==> config.mk <==
export PLATFORM = sky130hd
export DESIGN_NAME = mash_1_1
export DESIGN_NICKNAME = d
export VERILOG_FILES = /design/src/rtl/mash_pkg.sv /design/src/rtl/mash_stage.sv /design/src/rtl/mash_1_1.sv
export SDC_FILE = /design/constraint.sdc
export NUM_CORES = 1
export LEC_CHECK = 0
export ABC_AREA = 1
export CAP_MARGIN = 5
export CORE_ASPECT_RATIO = 1.75
export CORE_MARGIN = 2
export CORE_UTILIZATION = 55
export DETAILED_ROUTE_END_ITERATION = 8
export PLACE_DENSITY = 0.86
export SYNTH_ARGS = -nofsm -noshare
export SYNTH_HDL_FRONTEND = slang
export SYNTH_SLANG_ARGS = --single-unit
==> constraint.sdc <==
create_clock -name aclk -period 8.9 [get_ports aclk]
set_clock_uncertainty 0.15 [all_clocks]
set_input_delay 1.335 -clock aclk [delete_from_list [all_inputs] [get_ports aclk]]
set_output_delay 1.335 -clock aclk [all_outputs]
set_load 0.005 [all_outputs]
==> src/rtl/mash_pkg.sv <==
// Shared definitions for the MASH 1-1 modulator.
// - WIDTH_DEF / DAC_BW_DEF : default accumulator and output code widths.
// - code_t                 : signed output code at the default width.
// - CODE_MIN / CODE_MAX    : the full range of codes the modulator can emit.
package mash_pkg;

    localparam int unsigned WIDTH_DEF  = 16;
    localparam int unsigned DAC_BW_DEF = 4;

    typedef logic signed [DAC_BW_DEF-1:0] code_t;

    localparam code_t CODE_MIN = code_t'(-1);
    localparam code_t CODE_MAX = code_t'(2);

endpackage

==> src/rtl/mash_stage.sv <==
// First-order error-feedback accumulator (one MASH stage).
// Ports:
//   aclk     in   clock
//   arst_n   in   asynchronous active-low reset, clears the accumulator
//   en       in   accumulate x on this edge
//   x        in   WIDTH-bit unsigned input
//   residue  out  WIDTH-bit wrapped sum acc + x (value acc takes when enabled)
//   carry    out  overflow bit of acc + x
import mash_pkg::*;

module mash_stage #(
    parameter int unsigned WIDTH = WIDTH_DEF
) (
    input  logic             aclk,
    input  logic             arst_n,
    input  logic             en,
    input  logic [WIDTH-1:0] x,
    output logic [WIDTH-1:0] residue,
    output logic             carry
);

    logic [WIDTH-1:0] acc;
    logic [WIDTH:0]   sum;

    always_comb begin
        sum = {1'b0, acc} + {1'b0, x};
    end

    // Residue and carry are combinational so the next stage sees this
    // cycle's residue in the same edge.
    assign residue = sum[WIDTH-1:0];
    assign carry   = sum[WIDTH];

    always_ff @(posedge aclk or negedge arst_n) begin
        if (!arst_n) begin
            acc <= '0;
        end else if (en) begin
            acc <= sum[WIDTH-1:0];
        end
    end

endmodule

==> src/rtl/mash_1_1.sv <==
// MASH 1-1 delta-sigma modulator: requantises an unsigned WIDTH-bit sample
// stream to a signed DAC_BW-bit code in -1..+2 with second-order shaped
// quantisation noise. Output mean equals x / 2^WIDTH.
// Ports:
//   aclk                in   clock
//   arst_n              in   asynchronous active-low reset
//   s_axis_data_tdata   in   WIDTH-bit unsigned sample
//   s_axis_data_tvalid  in   sample valid
//   s_axis_data_tready  out  0 in reset, 1 from the first edge after release
//   m_axis_data_tdata   out  signed output code (registered)
//   m_axis_data_tvalid  out  output valid (one-cycle delayed input valid)
import mash_pkg::*;

module mash_1_1 #(
    parameter int unsigned WIDTH  = WIDTH_DEF,
    parameter int unsigned DAC_BW = DAC_BW_DEF
) (
    input  logic              aclk,
    input  logic              arst_n,
    input  logic [WIDTH-1:0]  s_axis_data_tdata,
    input  logic              s_axis_data_tvalid,
    output logic              s_axis_data_tready,
    output logic [DAC_BW-1:0] m_axis_data_tdata,
    output logic              m_axis_data_tvalid
);

    logic              ready;
    logic              xfer;
    logic [WIDTH-1:0]  res1;
    logic [WIDTH-1:0]  res2;
    logic              c1;
    logic              c2;
    logic              c1_d;
    logic              c2_d;
    logic [DAC_BW-1:0] code_next;

    // A sample only moves through the pipe once ready is up, so the edge
    // that raises ready never produces a stray valid output.
    assign xfer               = s_axis_data_tvalid & ready;
    assign s_axis_data_tready = ready;

    mash_stage #(.WIDTH(WIDTH)) u_stage1 (
        .aclk    (aclk),
        .arst_n  (arst_n),
        .en      (xfer),
        .x       (s_axis_data_tdata),
        .residue (res1),
        .carry   (c1)
    );

    mash_stage #(.WIDTH(WIDTH)) u_stage2 (
        .aclk    (aclk),
        .arst_n  (arst_n),
        .en      (xfer),
        .x       (res1),
        .residue (res2),
        .carry   (c2)
    );

    // Noise cancellation: c1_d + c2 - c2_d. Done modulo 2^DAC_BW on
    // zero-extended carries, which yields the correct two's complement code.
    always_comb begin
        code_next = {{(DAC_BW-1){1'b0}}, c1_d}
                  + {{(DAC_BW-1){1'b0}}, c2}
                  - {{(DAC_BW-1){1'b0}}, c2_d};
    end

    always_ff @(posedge aclk or negedge arst_n) begin
        if (!arst_n) begin
            ready              <= 1'b0;
            c1_d               <= 1'b0;
            c2_d               <= 1'b0;
            m_axis_data_tdata  <= '0;
            m_axis_data_tvalid <= 1'b0;
        end else begin
            ready              <= 1'b1;
            m_axis_data_tvalid <= xfer;
            if (xfer) begin
                c1_d              <= c1;
                c2_d              <= c2;
                m_axis_data_tdata <= code_next;
            end
        end
    end

    logic unused;
    assign unused = ^res2;

endmodule

==> out/summary.txt <==
run status: complete, no violations
signal arrival time at the worst endpoint: 4.97 ns
number of warnings reported in the yosys synthesis log: 0
most numerous cell on the critical path: sky130_fd_sc_hd__ha_1
Critical Setup Path Class: in -> reg
Routability Congestion: 0.9198
setup total negative slack: 0 ns
clock-pin slew reported for the worst setup and hold paths after clock tree synthesis: 0.09 ns
maximum clock insertion buffer count: 2
period utilisation layout: 0.5487
share of the yosys chip area belonging to registers: 0.2882
number of CTS-inserted buffers: 5
initial antenna violation count: 0
class of the most critical hold timing path: reg -> reg
netlist area before placement: 3386 sq um
first-pass GRT wire length: 13980 um
Setup WS post-layout: 4.017 ns
library cell with the largest summed area after synthesis: sky130_fd_sc_hd__dfrtp_1
Core Area: 5926 sq um
post-detailed-route DRC marker count: 0
clock tree from TritonCTS: built
Final Hold Vio Count: 0
RSZ-0062 raised after global routing: false
gr usage total: 0.2632
Vias per Instance: 5.229
maximum clock frequency: 204.8 MHz
Die Area: 6824 sq um
critical path peak fanout: 5
largest net degree at the start of global routing: 42
number of unique standard cell types used by synthesis: 30
kind of launch point of the worst setup path: input pin
number of design-rule violations left by the first detailed-router iteration: 128
count of endpoints failing setup in the final report: 0
cts hold-fix bufs: 0
most area-consuming cells after synthesis: sky130_fd_sc_hd__dfrtp_1 (29%), sky130_fd_sc_hd__nand2_1 (26%), sky130_fd_sc_hd__ha_1 (13%), sky130_fd_sc_hd__inv_1 (8.2%), sky130_fd_sc_hd__nand3_1 (5.0%)
area fraction of the dominant cell type after synthesis: 0.2882
ordered cell list for the critical path: clkdlybuf4s50_1, ha_1, fa_1, nand2_1, nand2_2, nand3b_1, nand2_2, nand2_1, nand3b_1, and2_1, ha_1, nand2_1, inv_1, a21oi_1, nor3_1, nor2_1, nand2_1, inv_1, ha_1, inv_1, ha_1, inv_1, ha_1, o21ai_0
Final Max Tran Viols: 0
critical path capture point type: flip-flop
Slowest Stage Delay on Critical Path: 0.43 ns
post-cts sizing count: 0
Slowest cell on crit path: sky130_fd_sc_hd__fa_1
area growth from synthesis to layout: 13.01%
total number of vias: 3263
total grt overflow: 0
Worst Max-Slew Pin Slew: 1.091 ns
number of core rows: 37
total length of routed wires: 8001 um
number of buffers added for setup after CTS: 0
clock latency at the later pin of the worst-skew pair: 0.32 ns
horizontal die dimension: 63.31 um
count of TritonRoute iterations in the first routing pass: 4
number of nets produced by synthesis: 577
Port-buffer cells: 24
Wirelength per Cell: 12.82 um
Gate Count Post-Synth: 521
Root Buffer: sky130_fd_sc_hd__clkbuf_8
Vert. Die Dim: 107.8 um
Worst slew margin: 0.2680
Final #Nets: 601
CP Data Required Time: 8.99 ns
H-tree depth: 2
post-detailed-route count of antenna-violating nets: 0
Starting Density: 0.5714
fraction of layout instances using a drive strength above 1: 0.04579
mean instance size in the synthesized netlist: 6.499 sq um
half-perimeter wire length after detailed placement: 6018 um
number of I/O pins: 25
max capacitance violation total: 0
count of state elements after synthesis: 39
minimum clock period after layout: 4.883 ns
DP Worst Slack: 3.715 ns
clock sink total: 39
number of inserted diodes: 0
via count of the first global-routing pass: 3350
kinds of logic after synthesis:
group / after synthesis / share of synthesized area
AO/OA/AOI/OAI: 25 / 0.03880
XOR/XNOR: 10 / 0.03030
adder cells (fa/ha/maj): 37 / 0.1412
buffers and inverters: 83 / 0.09386
flip-flops: 39 / 0.2882
other: 1 / 0.001108
AND/OR/NAND/NOR: 326 / 0.4065
flip-flops by register name (all words and copies together) (netlist names):
signal              flops
c2_d                    1
u_stage1.acc           16
u_stage2.acc           16
m_axis_data_tvalid      1
s_axis_data_tready      1
c1_d                    1
m_axis_data_tdata       3
cell type report:
| class | count | area (sq um) |
|---|---|---|
| fill | 557 | 2100 |
| multi-input combinational | 399 | 2092 |
| sequential | 39 | 975.9 |
| inverter | 75 | 281.5 |
| timing repair buffer | 25 | 242.7 |
| tap | 78 | 97.59 |
| clock buffer | 5 | 68.82 |
| clock inverter | 3 | 67.56 |
worst paths after layout:
path,from,endpoint,slack [ns],depth (start not counted)
setup / recovery,s_axis_data_tdata[0],m_axis_data_tdata[1],4.02,24
hold / removal,u_stage1.acc[13],u_stage1.acc[13],0.34,2
setup reg to reg,u_stage1.acc[0],m_axis_data_tdata[1],5.08,23
hold reg to reg,u_stage1.acc[13],u_stage1.acc[13],0.34,2
max in group asynchronous,arst_n,m_axis_data_tdata[0],7.06,1
min in group asynchronous,arst_n,u_stage1.acc[4],0.98,1
layout by cell type, fill, tap and decap left out, types with 3 or more instances in the layout:
master	Yosys	routed
sky130_fd_sc_hd__nand3_1	34	34
sky130_fd_sc_hd__or2_1	3	3
sky130_fd_sc_hd__nand3b_1	6	6
sky130_fd_sc_hd__clkbuf_8	0	5
sky130_fd_sc_hd__and2_1	7	7
sky130_fd_sc_hd__nand2_2	7	7
sky130_fd_sc_hd__nor3_1	5	5
sky130_fd_sc_hd__nor2_1	22	22
sky130_fd_sc_hd__inv_1	74	74
sky130_fd_sc_hd__xor2_1	6	6
sky130_fd_sc_hd__a21oi_1	18	18
sky130_fd_sc_hd__dfrtp_1	39	39
sky130_fd_sc_hd__clkdlybuf4s50_1	0	23
sky130_fd_sc_hd__ha_1	35	35
sky130_fd_sc_hd__o21ai_0	5	5
sky130_fd_sc_hd__nor3_2	3	3
sky130_fd_sc_hd__nand2_1	233	233
synthesized netlist by cell type:
cell	number
sky130_fd_sc_hd__nand3b_1	6
sky130_fd_sc_hd__nand4_1	2
sky130_fd_sc_hd__ha_1	35
sky130_fd_sc_hd__nand2_1	233
sky130_fd_sc_hd__fa_1	2
sky130_fd_sc_hd__or2_0	2
sky130_fd_sc_hd__nand3_1	34
sky130_fd_sc_hd__a21oi_1	18
sky130_fd_sc_hd__nand2_2	7
sky130_fd_sc_hd__buf_2	2
sky130_fd_sc_hd__or2_4	1
sky130_fd_sc_hd__xor2_2	2
sky130_fd_sc_hd__and2_4	1
sky130_fd_sc_hd__dfrtp_1	39
sky130_fd_sc_hd__or2_1	3
sky130_fd_sc_hd__conb_1	1
sky130_fd_sc_hd__nor3_2	3
sky130_fd_sc_hd__buf_1	1
sky130_fd_sc_hd__xnor2_1	2
sky130_fd_sc_hd__o21ai_0	5
sky130_fd_sc_hd__nor3_1	5
sky130_fd_sc_hd__a21oi_2	1
sky130_fd_sc_hd__clkbuf_1	4
sky130_fd_sc_hd__nor2_1	22
sky130_fd_sc_hd__and2_1	7
sky130_fd_sc_hd__o31ai_1	1
sky130_fd_sc_hd__clkinv_1	1
sky130_fd_sc_hd__xor2_1	6
sky130_fd_sc_hd__buf_4	1
sky130_fd_sc_hd__inv_1	74
through the flow:
stage | utilization | std cells | cell area (sq um) | hold slack [ns]
2_1_floorplan | - | 521 | 3386 | 0.3028
3_3_place_gp | 0.6227 | 616 | 3690 | 0.3160
3_5_place_dp | 0.6227 | 616 | 3690 | 0.3201
4_1_cts | 0.6457 | 624 | 3826 | 0.3433
5_1_grt | 0.6457 | 624 | 3826 | 0.3767
6_report | 0.6457 | 624 | 3826 | 0.3399
routing by layer:
| layer | wire (um) | GRT usage | share of wire | vias to the layer above |
|---|---|---|---|---|
| met5 | 0 | 0 | 0 | - |
| met2 | 4289 | 0.4894 | 0.54 | 80 |
| met1 | 3027 | 0.2679 | 0.38 | 1493 |
| met4 | 396 | 0.1615 | 0.049 | 0 |
| met3 | 288 | 0.04603 | 0.036 | 33 |
| li1 | - | - | - | 1657 |
critical path: cells and delay by family:
kind                     cells  cell delay, ns
adder cells (fa/ha/maj)      6            1.60
AND/OR/NAND/NOR             11            1.07
buffers and inverters        5            0.61
AO/OA/AOI/OAI                2            0.37
Power is not shown: default switching activity piles up to over one toggle a cycle in this logic, so the estimate is an artifact.
